$ cat src/rtl/horner_ctrl_if.sv
// horner_ctrl_if: requester/datapath handshake bundle of the Horner controller
interface horner_ctrl_if #(
  parameter int DATA_WIDTH = 32,
  parameter int ADDR_WIDTH = 3
);
  logic                  start_i;
  logic [DATA_WIDTH-1:0] x_i;
  logic [ADDR_WIDTH-1:0] order_i;
  logic                  coeff_we_i;
  logic [ADDR_WIDTH-1:0] coeff_waddr_i;
  logic [DATA_WIDTH-1:0] coeff_wdata_i;
  logic                  add_done_i;
  logic                  mul_done_i;
  logic [DATA_WIDTH-1:0] signal_o;
  logic [DATA_WIDTH-1:0] coeff_o;
  logic                  add_valid_o;
  logic                  mul_valid_o;
  logic                  load_result_o;
  logic                  busy_o;
  logic                  done_o;
  logic                  error_o;
  modport master (
    output start_i, x_i, order_i, coeff_we_i, coeff_waddr_i, coeff_wdata_i, add_done_i, mul_done_i,
    input  signal_o, coeff_o, add_valid_o, mul_valid_o, load_result_o, busy_o, done_o, error_o
  );
  modport slave (
    input  start_i, x_i, order_i, coeff_we_i, coeff_waddr_i, coeff_wdata_i, add_done_i, mul_done_i,
    output signal_o, coeff_o, add_valid_o, mul_valid_o, load_result_o, busy_o, done_o, error_o
  );
endinterface

$ cat src/rtl/horner_ctrl.sv
// horner_ctrl: sequences an FP32 mul/add datapath through a Horner polynomial evaluation
module horner_ctrl #(
  parameter int DATA_WIDTH = 32,
  parameter int MAX_ORDER  = 7,
  parameter int ADDR_WIDTH = 3,
  parameter int TIMEOUT    = 64
) (
  input logic          clk_i,
  input logic          rst_i,
  horner_ctrl_if.slave bus
);
  localparam int CW = $clog2(TIMEOUT + 1);
  localparam logic [ADDR_WIDTH-1:0] MAX_N = ADDR_WIDTH'(MAX_ORDER);
  localparam logic [CW-1:0] LAST = CW'(TIMEOUT - 1);
  typedef enum logic [3:0] {
    IDLE, SEED_S, SEED_V, SEED_W, ADD_S, ADD_V, ADD_W, MUL_S, MUL_V, MUL_W, LOAD, DONE
  } state_t;
  state_t state, nxt;
  logic [DATA_WIDTH-1:0] bank [0:MAX_ORDER];
  logic [DATA_WIDTH-1:0] x_q, c_q;
  logic [ADDR_WIDTH-1:0] k;
  logic [CW-1:0] cnt;
  logic err, accept, wait_st, tmo;
  assign accept  = state == IDLE && bus.start_i;
  assign wait_st = state inside {SEED_W, ADD_W, MUL_W};
  assign tmo     = cnt == LAST;
  always_comb begin
    nxt = state;
    case (state)
      IDLE:    nxt = bus.start_i ? SEED_S : IDLE;
      SEED_S:  nxt = SEED_V;
      SEED_V:  nxt = SEED_W;
      SEED_W:  nxt = bus.mul_done_i ? ADD_S : tmo ? DONE : SEED_W;
      ADD_S:   nxt = ADD_V;
      ADD_V:   nxt = ADD_W;
      ADD_W:   nxt = bus.add_done_i ? (k == '0 ? LOAD : MUL_S) : tmo ? DONE : ADD_W;
      MUL_S:   nxt = MUL_V;
      MUL_V:   nxt = MUL_W;
      MUL_W:   nxt = bus.mul_done_i ? ADD_S : tmo ? DONE : MUL_W;
      LOAD:    nxt = DONE;
      DONE:    nxt = IDLE;
      default: nxt = IDLE;
    endcase
  end
  always_ff @(posedge clk_i or posedge rst_i) begin
    if (rst_i) begin
      state <= IDLE;
      x_q   <= '0;
      c_q   <= '0;
      k     <= '0;
      cnt   <= '0;
      err   <= 1'b0;
    end else begin
      state <= nxt;
      cnt   <= wait_st ? cnt + 1'b1 : '0;
      err   <= accept ? 1'b0 : (wait_st && nxt == DONE) ? 1'b1 : err;
      if (accept) begin
        x_q <= bus.x_i;
        k   <= bus.order_i > MAX_N ? MAX_N : bus.order_i;
      end
      if (state == ADD_W && bus.add_done_i && k != '0) k <= k - 1'b1;
      // the coefficient is frozen once set up so later writes only affect later steps
      if (state == ADD_S) c_q <= bank[k];
    end
  end
  always_ff @(posedge clk_i or posedge rst_i) begin
    if (rst_i) begin
      for (int i = 0; i <= MAX_ORDER; i++) bank[i] <= '0;
    end else if (bus.coeff_we_i && bus.coeff_waddr_i <= MAX_N) begin
      bank[bus.coeff_waddr_i] <= bus.coeff_wdata_i;
    end
  end
  assign bus.signal_o      = state inside {MUL_S, MUL_V, MUL_W} ? x_q : '0;
  assign bus.coeff_o       = state == ADD_S ? bank[k] : state inside {ADD_V, ADD_W} ? c_q : '0;
  assign bus.add_valid_o   = state == ADD_V;
  assign bus.mul_valid_o   = state inside {SEED_V, MUL_V};
  assign bus.load_result_o = state == LOAD;
  assign bus.busy_o        = state != IDLE;
  assign bus.done_o        = state == DONE;
  assign bus.error_o       = err;
endmodule

$ cat src/flat_wrapper.sv
// flat-port wrapper written by rule: the top's interface ports become plain ports
module horner_ctrl_flat 
#(
  parameter int DATA_WIDTH = 32,
  parameter int MAX_ORDER  = 7,
  parameter int ADDR_WIDTH = 3,
  parameter int TIMEOUT    = 64
)
  (clk_i, rst_i, bus_start_i, bus_x_i, bus_order_i, bus_coeff_we_i, bus_coeff_waddr_i, bus_coeff_wdata_i, bus_add_done_i, bus_mul_done_i, bus_signal_o, bus_coeff_o, bus_add_valid_o, bus_mul_valid_o, bus_load_result_o, bus_busy_o, bus_done_o, bus_error_o);
  horner_ctrl_if #(.DATA_WIDTH(DATA_WIDTH), .ADDR_WIDTH(ADDR_WIDTH)) bus_i ();
  input logic clk_i;
  input logic rst_i;
  input wire logic [$bits(bus_i.start_i)-1:0] bus_start_i;
  input wire logic [$bits(bus_i.x_i)-1:0] bus_x_i;
  input wire logic [$bits(bus_i.order_i)-1:0] bus_order_i;
  input wire logic [$bits(bus_i.coeff_we_i)-1:0] bus_coeff_we_i;
  input wire logic [$bits(bus_i.coeff_waddr_i)-1:0] bus_coeff_waddr_i;
  input wire logic [$bits(bus_i.coeff_wdata_i)-1:0] bus_coeff_wdata_i;
  input wire logic [$bits(bus_i.add_done_i)-1:0] bus_add_done_i;
  input wire logic [$bits(bus_i.mul_done_i)-1:0] bus_mul_done_i;
  output wire logic [$bits(bus_i.signal_o)-1:0] bus_signal_o;
  output wire logic [$bits(bus_i.coeff_o)-1:0] bus_coeff_o;
  output wire logic [$bits(bus_i.add_valid_o)-1:0] bus_add_valid_o;
  output wire logic [$bits(bus_i.mul_valid_o)-1:0] bus_mul_valid_o;
  output wire logic [$bits(bus_i.load_result_o)-1:0] bus_load_result_o;
  output wire logic [$bits(bus_i.busy_o)-1:0] bus_busy_o;
  output wire logic [$bits(bus_i.done_o)-1:0] bus_done_o;
  output wire logic [$bits(bus_i.error_o)-1:0] bus_error_o;
  assign bus_i.start_i = bus_start_i;
  assign bus_i.x_i = bus_x_i;
  assign bus_i.order_i = bus_order_i;
  assign bus_i.coeff_we_i = bus_coeff_we_i;
  assign bus_i.coeff_waddr_i = bus_coeff_waddr_i;
  assign bus_i.coeff_wdata_i = bus_coeff_wdata_i;
  assign bus_i.add_done_i = bus_add_done_i;
  assign bus_i.mul_done_i = bus_mul_done_i;
  assign bus_signal_o = bus_i.signal_o;
  assign bus_coeff_o = bus_i.coeff_o;
  assign bus_add_valid_o = bus_i.add_valid_o;
  assign bus_mul_valid_o = bus_i.mul_valid_o;
  assign bus_load_result_o = bus_i.load_result_o;
  assign bus_busy_o = bus_i.busy_o;
  assign bus_done_o = bus_i.done_o;
  assign bus_error_o = bus_i.error_o;
  horner_ctrl #(.DATA_WIDTH(DATA_WIDTH), .MAX_ORDER(MAX_ORDER), .ADDR_WIDTH(ADDR_WIDTH), .TIMEOUT(TIMEOUT)) u_core (.clk_i(clk_i), .rst_i(rst_i), .bus(bus_i));
endmodule
$ cat config.mk
export PLATFORM = sky130hd
export DESIGN_NAME = horner_ctrl_flat
export DESIGN_NICKNAME = d
export VERILOG_FILES = /design/src/rtl/horner_ctrl_if.sv /design/src/rtl/horner_ctrl.sv /design/src/flat_wrapper.sv
export SDC_FILE = /design/constraint.sdc
export NUM_CORES = 1
export LEC_CHECK = 0
export ABC_AREA = 1
export BUFFER_PORTS_ARGS = -buffer_cell sky130_fd_sc_hd__buf_2
export CAP_MARGIN = 10
export CORE_UTILIZATION = 64
export CTS_BUF_LIST = sky130_fd_sc_hd__clkbuf_4 sky130_fd_sc_hd__clkbuf_8 sky130_fd_sc_hd__clkbuf_16
export DETAILED_ROUTE_END_ITERATION = 8
export HOLD_SLACK_MARGIN = 0.1
export MAX_ROUTING_LAYER = met4
export PLACE_DENSITY = 0.84
export SYNTH_ARGS = -nofsm -noshare
export SYNTH_HDL_FRONTEND = slang
export SYNTH_SLANG_ARGS = --single-unit
$ cat constraint.sdc
create_clock -name clk_i -period 24.7 [get_ports clk_i]
set_input_delay 4.94 -clock clk_i [delete_from_list [all_inputs] [get_ports clk_i]]
set_output_delay 4.94 -clock clk_i [all_outputs]
set_load 0.02 [all_outputs]
# Word level (Yosys, flattened, before mapping)
# Cells that the tools add are included.
# W data, S select, Z words.
dict set report word_totals {
  reg_bits 335
  output_inout_bits 70
  word_cells 76
}
dict set report classes {
  addsub 2
  n_lt_le_gt_ge 5
  n_eq_ne 13
  n_mux 24
  bitwise_logic 2
  n_reduce_logical 16
}
# cell n
set op_table {}
lappend op_table {{$bwmux W256} 1}
lappend op_table {{$mux W32} 6}
lappend op_table {{$bmux W32 S3} 1}
lappend op_table {{$demux W32 S3} 1}
lappend op_table {{$pmux W4 S11} 1}
lappend op_table {{$mux W4} 6}
lappend op_table {{$eq A4 B4 Y1 const B} 5}
lappend op_table {{$eq A4 B3 Y1 const B} 4}
lappend op_table {{$mux W3} 3}
lappend op_table {{$reduce_bool A3 Y1} 3}
lappend op_table {{$eq A4 B2 Y1 const B} 2}
lappend op_table {{$ge A4 B4 Y1 const B} 2}
lappend op_table {{$not A3 Y4} 2}
lappend op_table {{$reduce_bool A2 Y1} 4}
lappend op_table {{$add A7 B1 Y7 const B} 1}
lappend op_table {{$eq A7 B6 Y1 const B} 1}
lappend op_table {{$mux W7} 1}
lappend op_table {{$logic_and A1 B1 Y1} 6}
lappend op_table {{$eq A4 B1 Y1 const B} 1}
lappend op_table {{$logic_not A4 Y1} 1}
lappend op_table {{$lt A4 B1 Y1 const B} 1}
lappend op_table {{$reduce_bool A4 Y1} 1}
lappend op_table {{$gt A3 B3 Y1 const B} 1}
lappend op_table {{$le A3 B3 Y1 const B} 1}
lappend op_table {{other kinds (4)} 6}

# Depth between registers and ports, before layout
# Gate-level depths: netlist (run 1).
dict set report depth {
  depth_word 8
  mapped_depth 12
}

# Least setup slack after synthesis (run 1)
# No wires, ideal clock.
dict set report synth_path {
  kind {register -> output}
  startpoint {reg u_core.state[1]}
  endpoint {out bus_coeff_o[10]}
  t_arrival_ns 1.707
  path_slack_ns 18.053
  stages_incl_launch_ff 7
  path_buffers 1
  cell_sequence {dfrtp_1 -> nor2_1 -> inv_1 -> nor2_1 -> nor2_1 -> buf_2 -> o21ai_0}
}
dict set report synth_between {
  elab_chain_len 4
  word_cells_on_any_way 6
}
# element line
set synth_lines {}
lappend synth_lines {{from (decl)} horner_ctrl.sv:18} ;# state_t state, nxt;
lappend synth_lines {{from (signal assigned)} horner_ctrl.sv:54} ;# state <= nxt;
lappend synth_lines {{$eq A4 B3 Y1} --}
lappend synth_lines {{named net bus_add_valid_o} flat_wrapper.sv:23} ;# output wire logic [$bits(bus_i.add_valid_o)-1:0] bus_add_valid_o;
lappend synth_lines {{$reduce_bool A2 Y1} horner_ctrl.sv:74} ;# assign bus.coeff_o = state == ADD_S ? bank[k] : state inside {ADD_V, ADD_W} ? c_q : '0;
lappend synth_lines {{$mux W32 (2 in series)} horner_ctrl.sv:74}
lappend synth_lines {{to (decl)} flat_wrapper.sv:22} ;# output wire logic [$bits(bus_i.coeff_o)-1:0] bus_coeff_o;
# The timed path passes the listed nets, and every way through them passes these cells.

# Worst setup path after layout (run 1)
dict set report layout_path {
  startpoint {reg u_core.k[0]}
  endpoint {out bus_coeff_o[4]}
}
dict set report layout_between {
  elab_chain_len 5
}
# element line
set layout_lines {}
lappend layout_lines {{from (decl)} horner_ctrl.sv:21} ;# logic [ADDR_WIDTH-1:0] k;
lappend layout_lines {{from (signal assigned)} horner_ctrl.sv:59} ;# k <= bus.order_i > MAX_N ? MAX_N : bus.order_i;
lappend layout_lines {{from (signal assigned)} horner_ctrl.sv:61} ;# if (state == ADD_W && bus.add_done_i && k != '0) k <= k - 1'b1;
lappend layout_lines {{$not A3 Y4 (implied by the code)} horner_ctrl.sv:74}
lappend layout_lines {{$bmux W32 S3} horner_ctrl.sv:74}
lappend layout_lines {{$mux W32 (implied by the code) (2 in series)} horner_ctrl.sv:74}
lappend layout_lines {{$mux W32} horner_ctrl.sv:74}
# Every way passes these cells. The select of a mux whose other input is x is not followed.

==> results.ini, run 1 <==
[synth]
synth_fp_nets = 1812
yosys-top-cells-count = nand2_1 (389), o21ai_0 (381), dfrtp_1 (335), nor2_1 (177), inv_1 (122)
syn_area_per_cell_um2 = 8.62
ys_types = 32
async_flop_share = 1.00
yosysTopAreaCell = dfrtp_1
ys_seq_area_frac = 0.561
synth_area_leaders = dfrtp_1 (56%), o21ai_0 (13%), nand2_1 (9.8%)
synth_edf_count = 0
ys_seq_elements = 335
synth_most_common_cell = nand2_1
syn_area_um2 = 14900
ys.flop_type = dfrtp_1
synth.yosys.warnings = 0
synth_top_area_share = 0.561
syn_inst = 1733

[sta]
hold_viol_final = 0
drv_slew = 0
finalClockSkew_ns = 0.0169
worst_slack_ns = 16.28
slew_headroom = 0.306
setup_viol = 0
rsz0062_at_grt = no
finalCriticalPeriod_ns = 8.42
fin_tns_setup_ns = 0
achievable-frequency_ghz = 0.119
worst_slew_pin_slew_ns = 1.04
fin_crit_sh = 0.341

[worst_setup_path]
worst-path-buf-inv = 3
critPathKind = reg2out
r2r-start = u_core.k[0]
cp_cell_sequence = inv_4 -> buf_4 -> o21ai_0 -> o221ai_1 -> o211ai_2 -> o21ai_0 -> buf_2
cp-end-kind = output pin
crit_slowest_cell = dfrtp_4
cp_common_cell = o21ai_0
r2r_slack_ns = 21.93
crit_required_ns = 19.76
critPathMaxFanout = 76
regToRegEndpoint = u_core.c_q[11]
reg2reg_depth = 6
critPathArrivalTime_ns = 3.48
crit_family = buffers and inverters
startpoint_type = flop
max_stage_delay_ns = 0.72
path_depth = 7

[clock_network]
cts.repair.resized = 0
cts_tree = built
hold_buffers = 0
clockBufferDepth = 3
clk_latency_ns = 0.53
numCtsBuffers = 36
cts_max_level = 2
clkTransAtPathRegs_ns = 0.06
cts-root-buf = clkbuf_16
cts.sinks = 335
post_cts_buffers = 0

[detailed_routing]
vias = 12694
wl_per_cell_um = 17.0
drt_wl_total_mm = 36.8
via_per_inst = 5.88
drt_iter0_markers = 1335
final_antenna_net_count = 0
dr.pass1.iters = 6
drc_errors = 0

[global_routing]
antenna_found_initial = 2
track_usage = 0.330
grt_pass1_vias = 12402
overflow = 0
grt_pass1_wl_mm = 61.7
grt_max_degree = 111

[power_and_ir_drop]
ir_worst_vdd_v = 0.0000820
powerDensity_nw_per_um2 = 112
power.leakage_nw = 8.45
power_w = 0.00189

[status]
status = completed

[job]
maxCapViolCount = 0

[die]
num_rows = 55
die_y_um = 155
initial_core_util = 0.656
fp.coreArea_um2 = 22800
die_x_um = 155
pin_count = 146
die_area_um2 = 23900

[cells_and_area]
nets = 1897
fillCellCount = 1623
final_cells = 2158
areaGrowthSynthToFinish_pct = 13.1
drive_gt1_frac = 0.150

[worst_hold_path]
hold_path.class = reg2reg
worstHoldStart = u_core.x_q[18]
hold_depth = 2
min_to = u_core.x_q[18]

[placed_design]
numPlacedInstances = 2093
pre_cts_slack_ns = 16.92
gp_congestion = 0.814
numPortBuffers = 145
dp_hpwl_mm = 19.8

## cell type report
class / instances / area (µm²) / area share
Timing Repair Buffer: 163 / 861 / 0.0510
Clock inverter: 13 / 165 / 0.00978
Multi-Input combinational cell: 1152 / 5520 / 0.327
Antenna cell: 2 / 5.00 / 0.000296
Inverter: 130 / 498 / 0.0295
Clock buffer: 50 / 1060 / 0.0628
Sequential cell: 335 / 8390 / 0.497
Tap cell: 313 / 392 / 0.0232
## through the flow
| step | hold slack, ns | utilization | cell area, µm² |
|---|---|---|---|
| detailed placement | 0.465 | 0.687 | 15700 |
| global route | 0.489 | 0.741 | 16900 |
| CTS | 0.481 | 0.741 | 16900 |
| floorplan | 0.448 | - | 14900 |
| global placement | 0.461 | 0.687 | 15700 |
| finish | 0.479 | 0.741 | 16900 |
## worst register-to-register path, stage by stage, from the launching register on
cell and delay, ns:
dfrtp_4 0.72, inv_4 0.54, buf_4 0.72, o21ai_0 0.23
o22ai_1 0.20, o211ai_2 0.13, o21ai_0 0.14
## cell families (layout without fill, tap and decap cells)
group,Yosys count,in the layout,synth area share
simple gates,589,589,0.152
xor+xnor,2,2,0.00117
fa+ha+maj,3,3,0.00251
flops,335,335,0.561
buf+inv,246,356,0.0706
other cells,0,2,0
compound gates,558,558,0.212
## state kept, by name, summed over array words and instances, names as in the netlist
signal and cells:
u_core.bank 256, u_core.bus.error_o 1, u_core.c_q 32, u_core.cnt 7, u_core.k 3, u_core.state 4, u_core.x_q 32
## placed cells by master, fill, tap and decap left out, drive strengths merged
master,instances
bufinv,3
buf,163
a21oi,37
dfrtp,335
ha,3
o221ai,34
nand3b,1
nor3,2
or2,4
nor2,181
nand4,1
clkbuf,50
o211ai,33
o21ai,421
o22ai,32
clkinvlp,3
inv,134
a211oi,1
xnor2,1
clkinv,3
diode,2
xor2,1
nand3,11
nand2,389
## how the worst max path moves through the flow
stage                start        endpoint
3_3_place_gp   u_core.k[0]  bus_coeff_o[4]
2_1_floorplan        rst_i  u_core.bank[0]
3_5_place_dp   u_core.k[0]  bus_coeff_o[4]
6_report       u_core.k[0]  bus_coeff_o[4]
5_1_grt        u_core.k[0]  bus_coeff_o[4]
4_1_cts        u_core.k[0]  bus_coeff_o[4]
## report_power, final
part / switching [W] / total, W / internal (W)
clock network: 0.000220 / 0.000554 / 0.000334
registers: 0.0000811 / 0.000763 / 0.000682
logic: 0.000389 / 0.000570 / 0.000180
total: 0.000690 / 0.00189 / 0.00120
## per-layer routing
metal,part of all wire,track usage,up-vias,wire (µm)
met5,0,-,-,0
met4,0.022,0.108,0,813
met3,0.083,0.0605,84,3070
met2,0.47,0.510,581,17200
met1,0.43,0.446,6111,15700
li1,-,-,5918,-
No activity file was read; power rests on OpenSTA's default activity.
==> inputs of run 2 (changes only) <==
--- a/config.mk
+++ b/config.mk
@@ -8,12 +8,12 @@
 export ABC_AREA = 1
 export BUFFER_PORTS_ARGS = -buffer_cell sky130_fd_sc_hd__buf_2
 export CAP_MARGIN = 10
-export CORE_UTILIZATION = 64
+export CORE_UTILIZATION = 59
 export CTS_BUF_LIST = sky130_fd_sc_hd__clkbuf_4 sky130_fd_sc_hd__clkbuf_8 sky130_fd_sc_hd__clkbuf_16
 export DETAILED_ROUTE_END_ITERATION = 8
 export HOLD_SLACK_MARGIN = 0.1
 export MAX_ROUTING_LAYER = met4
-export PLACE_DENSITY = 0.84
+export PLACE_DENSITY = 0.79
 export SYNTH_ARGS = -nofsm -noshare
 export SYNTH_HDL_FRONTEND = slang
 export SYNTH_SLANG_ARGS = --single-unit
==> constraint.sdc (replaced) <==
create_clock -name clk_i -period 8.8 [get_ports clk_i]
set_input_delay 1.76 -clock clk_i [delete_from_list [all_inputs] [get_ports clk_i]]
set_output_delay 1.76 -clock clk_i [all_outputs]
set_load 0.02 [all_outputs]
==> results.ini, run 2 (synthesis gave the netlist of run 1 again) <==
[worst_setup_path]
r2r-start = u_core.k[0]
r2r_slack_ns = 5.83
cp-end-kind = output pin
crit_path_start = u_core.k[0]
reg2reg_depth = 10
critPathMaxFanout = 88
critPathArrivalTime_ns = 3.31
endpoint = bus_coeff_o[27]
regToRegEndpoint = u_core.k[0]
critPathKind = reg2out
crit_required_ns = 7.04
startpoint_type = flop

[cells_and_area]
nets = 1897
finish.utilization = 0.688
layout_common_cells = nand2_1 (383), o21ai_0 (381), dfrtp_1 (332)
areaGrowthSynthToFinish_pct = 13.3
drive_gt1_frac = 0.152
largest_register_ffs = 256
final_common_cell = nand2_1
top_register = u_core.bank
reg_top3 = u_core.bank x256, u_core.c_q x32, u_core.x_q x32

[detailed_routing]
dr.pass1.iters = 6
wl_per_cell_um = 16.7
drt_wl_total_mm = 36.2
final_antenna_net_count = 0
via_per_inst = 5.73
vias = 12433
drt_iter0_markers = 1200
drc_errors = 0

[job]
maxCapViolCount = 0

[clock_network]
cts_max_level = 2
hold_buffers = 0
cts.repair.resized = 0
clockBufferDepth = 3
clkTransAtPathRegs_ns = 0.06
cts_tree = built
post_cts_buffers = 0
numCtsBuffers = 36
clk_latency_ns = 0.51
cts-root-buf = clkbuf_16
cts.sinks = 335

[die]
initial_core_util = 0.607
fp.coreArea_um2 = 24600
pin_count = 146
die_x_um = 161
num_rows = 57
die_y_um = 161
die_area_um2 = 26000

[global_routing]
antenna_found_initial = 1
grt_max_degree = 189
grt_pass1_wl_mm = 60.6
overflow = 0
grt_pass1_vias = 11998
track_usage = 0.297

[power_and_ir_drop]
power.leakage_nw = 8.47
powerDensity_nw_per_um2 = 312
power_w = 0.00527
ir_worst_vdd_v = 0.000187

[status]
status = completed

[sta]
achievable-frequency_ghz = 0.197
fin_tns_setup_ns = 0
setup_viol = 0
slew_headroom = 0.302
finalClockSkew_ns = 0.0108
finalCriticalPeriod_ns = 5.07
hold_viol_final = 0
rsz0062_at_grt = no
fin_crit_sh = 0.577
worst_slack_ns = 3.73
worst_slew_pin_slew_ns = 1.05
drv_slew = 0

[worst_hold_path]
worstHoldStart = u_core.x_q[19]
hold_path.class = reg2reg

[placed_design]
gp_congestion = 0.902
numPortBuffers = 145
pre_cts_slack_ns = 4.31
dp_hpwl_mm = 19.9

run 2: worst min-delay path by stage:
stage                                   to  slack, ns  depth (start not counted)
after floorplan           u_core.bank[191]       0.45                          2
after global placement    u_core.bank[167]       0.46                          2
after detailed placement    u_core.x_q[20]       0.47                          2
after CTS                   u_core.x_q[20]       0.48                          2
after global routing        u_core.x_q[30]       0.49                          2
final                       u_core.x_q[19]       0.48                          2
run 2: report_power, final:
group          internal, W  switching [W]
clock             0.000950       0.000591
combinational     0.000507        0.00110
sequential         0.00192       0.000213
total              0.00337        0.00190
run 2: final cells by class:
type | count | area, µm²
clock inverters | 9 | 103
clock buffers | 56 | 1140
inverters | 130 | 494
well taps | 324 | 405
fillers | 1921 | 7680
multi-input cells | 1152 | 5520
repair buffers | 163 | 873
flip-flops and latches | 335 | 8390
diodes | 1 | 2.50
run 2: routing by layer:
metal	vias up	share of wire	GRT usage
met5	-	0	-
met4	0	0.014	0.0690
li1	5900	-	-
met2	500	0.46	0.459
met3	48	0.071	0.0421
met1	5985	0.45	0.419
run 2: stage by stage:
step           hold WS, ns  instance area, µm²  std cells
2_1_floorplan        0.448               14900       1733
3_3_place_gp         0.460               15700       2104
3_5_place_dp         0.466               15700       2104
4_1_cts              0.482               16900       2169
5_1_grt              0.495               16900       2170
6_report             0.478               16900       2170
run 2: critical path, cell delays in order (launching register included):
cell	delay (ns)
dfrtp_4	0.66
inv_4	0.41
buf_4	0.80
o21ai_0	0.20
o22ai_1	0.19
o211ai_2	0.11
o21ai_0	0.17
buf_2	0.22
